### src/rtl/add_sub_arbiter_pkg.sv
// Shared definitions for the two-requester add/sub arbiter: FSM encoding,
// operation codes and the round-robin grant helper.
package add_sub_arbiter_pkg;

    typedef enum logic [1:0] {
        ST_IDLE = 2'd0,
        ST_CALC = 2'd1,
        ST_RESP = 2'd2
    } state_t;

    localparam logic OP_ADD = 1'b0;
    localparam logic OP_SUB = 1'b1;

    // One-hot grant; on a tie the requester not granted last time wins.
    function automatic logic [1:0] rr_grant(input logic [1:0] valid, input logic last);
        logic [1:0] grant;
        case (valid)
            2'b01:   grant = 2'b01;
            2'b10:   grant = 2'b10;
            2'b11:   grant = last ? 2'b01 : 2'b10;
            default: grant = 2'b00;
        endcase
        return grant;
    endfunction

endpackage

### src/rtl/Full_Adder_Sub.sv
// Ripple add/subtract datapath: Cin = 1 selects A - B (two's complement),
// Cout is the raw carry out of the top bit.
module Full_Adder_Sub #(
    parameter int WIDTH = 8
) (
    input  logic [WIDTH-1:0] A,
    input  logic [WIDTH-1:0] B,
    input  logic             Cin,
    output logic [WIDTH-1:0] Sum,
    output logic             Cout
);

    logic [WIDTH-1:0] w_b_eff;

    assign w_b_eff     = B ^ {WIDTH{Cin}};
    assign {Cout, Sum} = {1'b0, A} + {1'b0, w_b_eff} + {{WIDTH{1'b0}}, Cin};

endmodule

### src/rtl/add_sub_arbiter.sv
// Two requesters share one add/sub datapath through an IDLE/CALC/RESP FSM
// with round-robin arbitration and a valid/ready response channel.
module add_sub_arbiter
    import add_sub_arbiter_pkg::*;
#(
    parameter int WIDTH = 8
) (
    input  logic               CLK,
    input  logic               RST,
    input  logic [1:0]         Req_Valid,
    output logic [1:0]         Req_Ready,
    input  logic [2*WIDTH-1:0] Req_A,
    input  logic [2*WIDTH-1:0] Req_B,
    input  logic [1:0]         Req_Op,
    output logic               Rsp_Valid,
    input  logic               Rsp_Ready,
    output logic [WIDTH-1:0]   Rsp_Sum,
    output logic               Rsp_Cout,
    output logic               Rsp_Id
);

    state_t           r_state;
    state_t           w_next_state;
    logic [1:0]       w_grant;
    logic             w_grant_id;
    logic [WIDTH-1:0] w_a_sel;
    logic [WIDTH-1:0] w_b_sel;
    logic [WIDTH-1:0] w_sum;
    logic             w_carry;

    logic [WIDTH-1:0] r_a;
    logic [WIDTH-1:0] r_b;
    logic             r_op;
    logic             r_id;
    logic             r_last;
    logic [WIDTH-1:0] r_sum;
    logic             r_cout;
    logic             r_rsp_id;
    logic             r_rsp_valid;

    // Next-state and grant decode; grants are only offered in IDLE out of reset.
    always_comb begin
        w_next_state = r_state;
        w_grant      = 2'b00;
        case (r_state)
            ST_IDLE: begin
                if (RST) begin
                    w_grant = rr_grant(Req_Valid, r_last);
                end else begin
                    w_grant = 2'b00;
                end
                if (|w_grant) begin
                    w_next_state = ST_CALC;
                end else begin
                    w_next_state = ST_IDLE;
                end
            end
            ST_CALC: w_next_state = ST_RESP;
            ST_RESP: begin
                if (Rsp_Ready) begin
                    w_next_state = ST_IDLE;
                end else begin
                    w_next_state = ST_RESP;
                end
            end
            default: w_next_state = ST_IDLE;
        endcase
    end

    assign Req_Ready  = w_grant;
    assign w_grant_id = w_grant[1];
    assign w_a_sel    = w_grant_id ? Req_A[2*WIDTH-1:WIDTH] : Req_A[WIDTH-1:0];
    assign w_b_sel    = w_grant_id ? Req_B[2*WIDTH-1:WIDTH] : Req_B[WIDTH-1:0];

    Full_Adder_Sub #(
        .WIDTH (WIDTH)
    ) u_datapath (
        .A    (r_a),
        .B    (r_b),
        .Cin  (r_op),
        .Sum  (w_sum),
        .Cout (w_carry)
    );

    // State, operand capture and result registers; reset drops any in-flight op.
    always_ff @(posedge CLK) begin
        if (!RST) begin
            r_state     <= ST_IDLE;
            r_a         <= {WIDTH{1'b0}};
            r_b         <= {WIDTH{1'b0}};
            r_op        <= OP_ADD;
            r_id        <= 1'b0;
            r_last      <= 1'b1;
            r_sum       <= {WIDTH{1'b0}};
            r_cout      <= 1'b0;
            r_rsp_id    <= 1'b0;
            r_rsp_valid <= 1'b0;
        end else begin
            r_state <= w_next_state;
            case (r_state)
                ST_IDLE: begin
                    if (|w_grant) begin
                        r_a    <= w_a_sel;
                        r_b    <= w_b_sel;
                        r_op   <= Req_Op[w_grant_id];
                        r_id   <= w_grant_id;
                        r_last <= w_grant_id;
                    end
                end
                ST_CALC: begin
                    r_sum       <= w_sum;
                    // Subtract reports borrow, which is the inverted carry.
                    r_cout      <= (r_op == OP_SUB) ? ~w_carry : w_carry;
                    r_rsp_id    <= r_id;
                    r_rsp_valid <= 1'b1;
                end
                ST_RESP: begin
                    if (Rsp_Ready) begin
                        r_rsp_valid <= 1'b0;
                    end
                end
                default: r_rsp_valid <= 1'b0;
            endcase
        end
    end

    assign Rsp_Valid = r_rsp_valid;
    assign Rsp_Sum   = r_sum;
    assign Rsp_Cout  = r_cout;
    assign Rsp_Id    = r_rsp_id;

endmodule

### config.mk
export PLATFORM = sky130hd
export DESIGN_NAME = add_sub_arbiter
export DESIGN_NICKNAME = d
export VERILOG_FILES = /design/src/rtl/add_sub_arbiter_pkg.sv /design/src/rtl/Full_Adder_Sub.sv /design/src/rtl/add_sub_arbiter.sv
export SDC_FILE = /design/constraint.sdc
export NUM_CORES = 1
export LEC_CHECK = 0
export CORE_ASPECT_RATIO = 0.6
export CORE_UTILIZATION = 52
export CTS_CLUSTER_DIAMETER = 100
export DETAILED_ROUTE_END_ITERATION = 7
export GPL_TIMING_DRIVEN = 0
export HOLD_SLACK_MARGIN = 0.03
export PLACE_DENSITY = 0.87
export RECOVER_POWER = 25
export SLEW_MARGIN = 20
export SYNTH_ARGS = -nofsm -noshare
export SYNTH_HDL_FRONTEND = slang
export SYNTH_HIERARCHICAL = 1
export SYNTH_SLANG_ARGS = --single-unit
### constraint.sdc
create_clock -name CLK -period 4.65 [get_ports CLK]
set_clock_uncertainty 0.1 [all_clocks]
set_input_delay 0.6975 -clock CLK [delete_from_list [all_inputs] [get_ports CLK]]
set_output_delay 0.6975 -clock CLK [all_outputs]
set_load 0.005 [all_outputs]
==> flow_summary.yaml, run 1 <==
outcome:
  status: "completed"
global_route:
  grtUsageTotal_pct: 24.6
  grt_max_degree: 11
  antenna_found_initial: 0
  grt_pass1_wl_um: 7420
  grt_pass1_vias: 1630
  grt-ovfl-total: 0
clock_tree:
  cts.sinks: 32
  ctsResizeCount: 0
  cts_root_buffer: "clkbuf_8"
  htreeDepth: 2
  cts_buffers: 5
  cts_max_path_buffers: 2
  cts_tree: "done"
  cts_setup_buffers: 0
  clk_pin_slew_ns: 0.06
  holdBufCountCts: 0
  worst_skew_pair.late_latency_ns: 0.28
worst_setup_path:
  critPathRequiredTime_ns: 3.85
  critical_path.max_fanout: 9
  start_kind: "primary input"
  cp.arrival_ns: 2.50
  end_kind: "primary output"
  criticalPathCategory: "in2out"
logic_synthesis:
  syn_avg_cell_area_um2: 8.81
  syn-cell-area_um2: 1880
  ys_seq_elements: 32
  synth_cell_type_count: 42
  yosysTopAreaCell: "dfxtp_1"
  ys_seq_area_share_pct: 34.0
  synthTopCellsByArea: "dfxtp_1 34%, a21oi_1 7.7%, a311oi_2 7.2%"
  synth_top_area_share_pct: 34.0
  syn_inst: 214
  syn-num-nets: 261
  yosys_warnings: 6
placement:
  dp.cells: 310
  gp_congestion: 0.846
  portBuffers: 51
  dp_hpwl_um: 3390
detailed_routing:
  wl_met2_um: 1880
  wl_met1_um: 2250
  drcViolationCount: 0
  dr.pass1.iters: 4
  via_per_inst: 5.65
  wl_met3_um: 321
  top_layer: "met4"
  routedWlPerCell_um: 14.0
  ant_nets: 0
  dr.first_iter.drc_count: 89
  dr_total_vias: 1797
  routed_wirelength_um: 4470
floorplan:
  ioPinCount: 52
  rows: 16
  die_area_um2: 3880
  start_util_pct: 56.0
  core-area_um2: 3360
  die_w_um: 79.7
  dieHeight_um: 48.6
layout:
  nets: 319
  n_antenna_cell: 0
  layout_commonest_cell: "clkdlybuf4s50_1"
  layout_common_cells: "40 x clkdlybuf4s50_1, 32 x dfxtp_1, 29 x a21oi_1"
  fin_cells: 318
  area_growth_pct: 36.8
  layout-drive-gt1-share_pct: 13.2
timing:
  relSlewSlack_pct: 55.0
  worstMarginPinSlew_ns: 0.675
  timing.final.hold_violations: 0
  setup_viol: 0
  rsz0062_at_grt: "no"
  fin_setup_tns_ns: 0
  finalMaxSlewViolations: 0
  timing.final.crit_share_pct: 71.0
  max_freq_mhz: 303
  min_period_ns: 3.30
worst_hold_path:
  hold_path.class: "reg2reg"
flow_run:
  maxCapViolCount: 0
power_and_ir_drop:
  leakage_nw: 1.01
  power_mw: 0.863
  vdd_ir_drop_max_mv: 0.194
  p_per_area_nw_per_um2: 335
[power by group]
group	leakage, nW	switching [mW]	internal (mW)
Clock	0.0645	0.102	0.189
Sequential	0.263	0.0200	0.301
Combinational	0.686	0.124	0.127
Total	1.01	0.246	0.617
[sequential cells by signal (all words and copies together) (netlist names)]
register,count
r_a,8
r_state,2
r_b,8
r_op,1
Rsp_Sum,8
r_last,1
Rsp_Cout,1
Rsp_Id,1
Rsp_Valid,1
r_id,1
[cell families after synthesis]
group | share of synthesized area (%)
buf+inv | 7.90
simple gates | 14.5
flops | 34.0
xor+xnor | 6.04
fa+ha+maj | 5.71
mux | 0.730
compound gates | 31.1
[cells in the mapped netlist (all sizes together)]
cell    number
o22a         1
xnor2        4
clkbuf       4
a21oi       29
nor3b        1
xor2         9
or3b         1
a311oi      17
a31oi        1
and4         1
a21bo        1
a221oi       1
o22ai        1
nand2       19
or2          3
o211a        1
inv          7
a21boi       1
nor2b        2
a211o        2
and2         1
ha           7
dfxtp       32
nor2         7
buf         13
o21a         1
nand2b       2
mux2i        1
fa           1
nand3       18
o21ai       21
o31a         2
a31o         1
a211oi       1
[per-layer routing]
metal  track usage (%)  up-vias
li1                  -      900
met3              5.85        4
met2              35.8       63
met4              5.45        0
met1              36.5      830
met5                 0        -
[final cells by class]
class	instances	area [um^2]
Buffer	17	123
Clock buffer	7	96.3
Clock inverter	1	30.0
Fill cell	249	786
Inverter	7	26.3
Multi-Input combinational cell	158	1090
Sequential cell	32	641
Tap cell	45	56.3
Timing Repair Buffer	51	510
[worst paths after layout]
check,from,end,slack [ns],cells past startpoint
worst max-delay path,RST,Req_Ready[1],1.35,5
worst min-delay path,Rsp_Sum[6],Rsp_Sum[6],0.36,2
worst max register to register,r_op,Rsp_Cout,2.16,9
worst min register to register,Rsp_Sum[6],Rsp_Sum[6],0.36,2
[worst max-delay path, stage by stage]
cell	delay [ns]
clkdlybuf4s50_1	0.54
or3b_1	0.35
buf_2	0.17
nor2_1	0.20
clkdlybuf4s50_1	0.54
[metrics by stage]
stage | setup WS [ns] | utilization (%) | area [um^2] | hold WS (ns)
global route | 1.24 | 76.6 | 2580 | 0.378
detailed placement | 1.36 | 72.9 | 2450 | 0.349
floorplan | 2.40 | - | 1880 | 0.332
CTS | 1.35 | 76.6 | 2580 | 0.359
finish | 1.35 | 76.6 | 2580 | 0.356
global placement | 1.35 | 72.9 | 2450 | 0.341
No activity file was read; power rests on OpenSTA's default activity.
==> inputs of run 2 (changes only) <==
CORE_UTILIZATION = 43   (was 52)
PLACE_DENSITY = 0.77   (was 0.87)
clock period = 2.7 ns   (was 4.65 ns; I/O delays follow)
==> flow_summary.yaml, run 2 (synthesis results as in run 1) <==
outcome:
  status: "completed"
worst_setup_path:
  criticalPathCategory: "reg2reg"
  end_kind: "flop"
  start_kind: "flop"
  crit_buf_inv: 1
  critPathRequiredTime_ns: 2.79
  critical_path.max_fanout: 8
  timing.critical_path.mode_cell: "o31a_1"
  reg2reg_slack_ns: 0.19
  cp.arrival_ns: 2.61
  cp_top_family: "compound AO/OA/AOI/OAI gates"
  crit_chain: "buf_6, xor2_1, ha_1, nor2b_1, o31a_1, o31a_1, o22a_1, xnor2_1, a211oi_1"
  slowest_stage: "dfxtp_1"
  slowest_delay_ns: 0.40
global_route:
  grt_max_degree: 11
  grt-ovfl-total: 0
  antenna_found_initial: 0
  grt_pass1_vias: 1630
  grt_pass1_wl_um: 7890
  grtUsageTotal_pct: 23.1
worst_hold_path:
  hold_path.class: "reg2reg"
layout:
  area_growth_pct: 36.7
  n_antenna_cell: 0
  seq_area_um2: 641
  fillers: 379
  layout-drive-gt1-share_pct: 13.6
  nets: 319
  layout_commonest_cell: "clkdlybuf4s50_1"
  postLayoutCoreUtil_pct: 62.1
  fin_cells: 332
  layout_common_cells: "41 x clkdlybuf4s50_1, 32 x dfxtp_1, 29 x a21oi_1"
  multiInputGateArea_um2: 1100
  finalInstanceArea_um2: 2570
floorplan:
  die_area_um2: 4660
  start_util_pct: 45.5
  dieHeight_um: 53.3
  ioPinCount: 52
  rows: 18
  core-area_um2: 4140
  die_w_um: 87.5
timing:
  setup_viol: 0
  min_period_ns: 2.51
  worst_slack_ns: 0.186
  relSlewSlack_pct: 53.9
  timing.final.hold_violations: 0
  timing.final.crit_share_pct: 93.1
  worstMarginPinSlew_ns: 0.692
  max_freq_mhz: 398
  finalMaxSlewViolations: 0
clock_tree:
  cts_max_path_buffers: 2
  clk_pin_slew_ns: 0.07
  cts_tree: "done"
  ctsResizeCount: 2
  cts_setup_buffers: 0
  holdBufCountCts: 0
  worst_skew_pair.late_latency_ns: 0.28
  cts_buffers: 5
  cts_root_buffer: "clkbuf_8"
  htreeDepth: 2
  cts.sinks: 32
detailed_routing:
  dr.pass1.iters: 4
  routed_wirelength_um: 4670
  ant_nets: 0
  routedWlPerCell_um: 14.1
  via_per_inst: 5.36
  dr.first_iter.drc_count: 75
  drcViolationCount: 0
  dr_total_vias: 1778
placement:
  dpl_cell_area_um2: 2470
  dp_hpwl_um: 3690
  dp_slack_ns: -0.0552
  gp_congestion: 0.876
  portBuffers: 51
  dp.cells: 325
power_and_ir_drop:
  vdd_ir_drop_max_mv: 0.217
  leakage_nw: 0.994
  p_per_area_nw_per_um2: 540
flow_run:
  maxCapViolCount: 0
-- run 2: cell count changes in the layout (fill, tap and decap cells not counted), sizes merged --
cell and delta:
clkdlybuf4s50 +1, dlygate4sd3 -2, bufinv -1, dlygate4sd2 +1
-- run 2: final timing paths --
kind                                    to  cells after the start        from
worst max-delay path              Rsp_Cout                      9        r_op
worst max register to register    Rsp_Cout                      9        r_op
worst min register to register  Rsp_Sum[0]                      2  Rsp_Sum[0]
worst min-delay path            Rsp_Sum[0]                      2  Rsp_Sum[0]
-- run 2: final cells by class --
class	instances	share of cell area, %
sequential	32	24.9
tap	60	2.92
inverter	7	1.02
clock buffer	7	3.74
buffer	17	4.76
multi-input combinational	158	42.9
timing repair buffer	51	19.8
-- run 2: layer usage --
layer  part of all wire, %  track usage [%]
met5                     0                0
met4                  0.84             7.65
met3                   5.8             6.71
met2                    41             33.6
met1                    52             32.5
-- run 2: worst register-to-register path, cell delays in order (launching register included) --
cell      delay (ns)
dfxtp_1         0.40
buf_6           0.18
xor2_1          0.15
ha_1            0.29
nor2b_1         0.16
o31a_1          0.27
o31a_1          0.27
o22a_1          0.19
xnor2_1         0.16
a211oi_1        0.25
-- run 2: through the flow --
stage          power, mW  hold WS (ns)  setup TNS [ns]
2_1_floorplan      0.840         0.332               0
3_3_place_gp       0.987         0.343         -0.0457
3_5_place_dp       0.997         0.347         -0.0552
4_1_cts             1.40         0.357               0
5_1_grt             1.47         0.388        -0.00587
6_report            1.39         0.349               0
-- run 2: power breakdown --
group          leakage [nW]  internal (mW)  switching (mW)  total [mW]
Combinational         0.681          0.221           0.215       0.436
Clock                0.0503          0.227           0.173       0.400
Sequential            0.263          0.519          0.0366       0.555
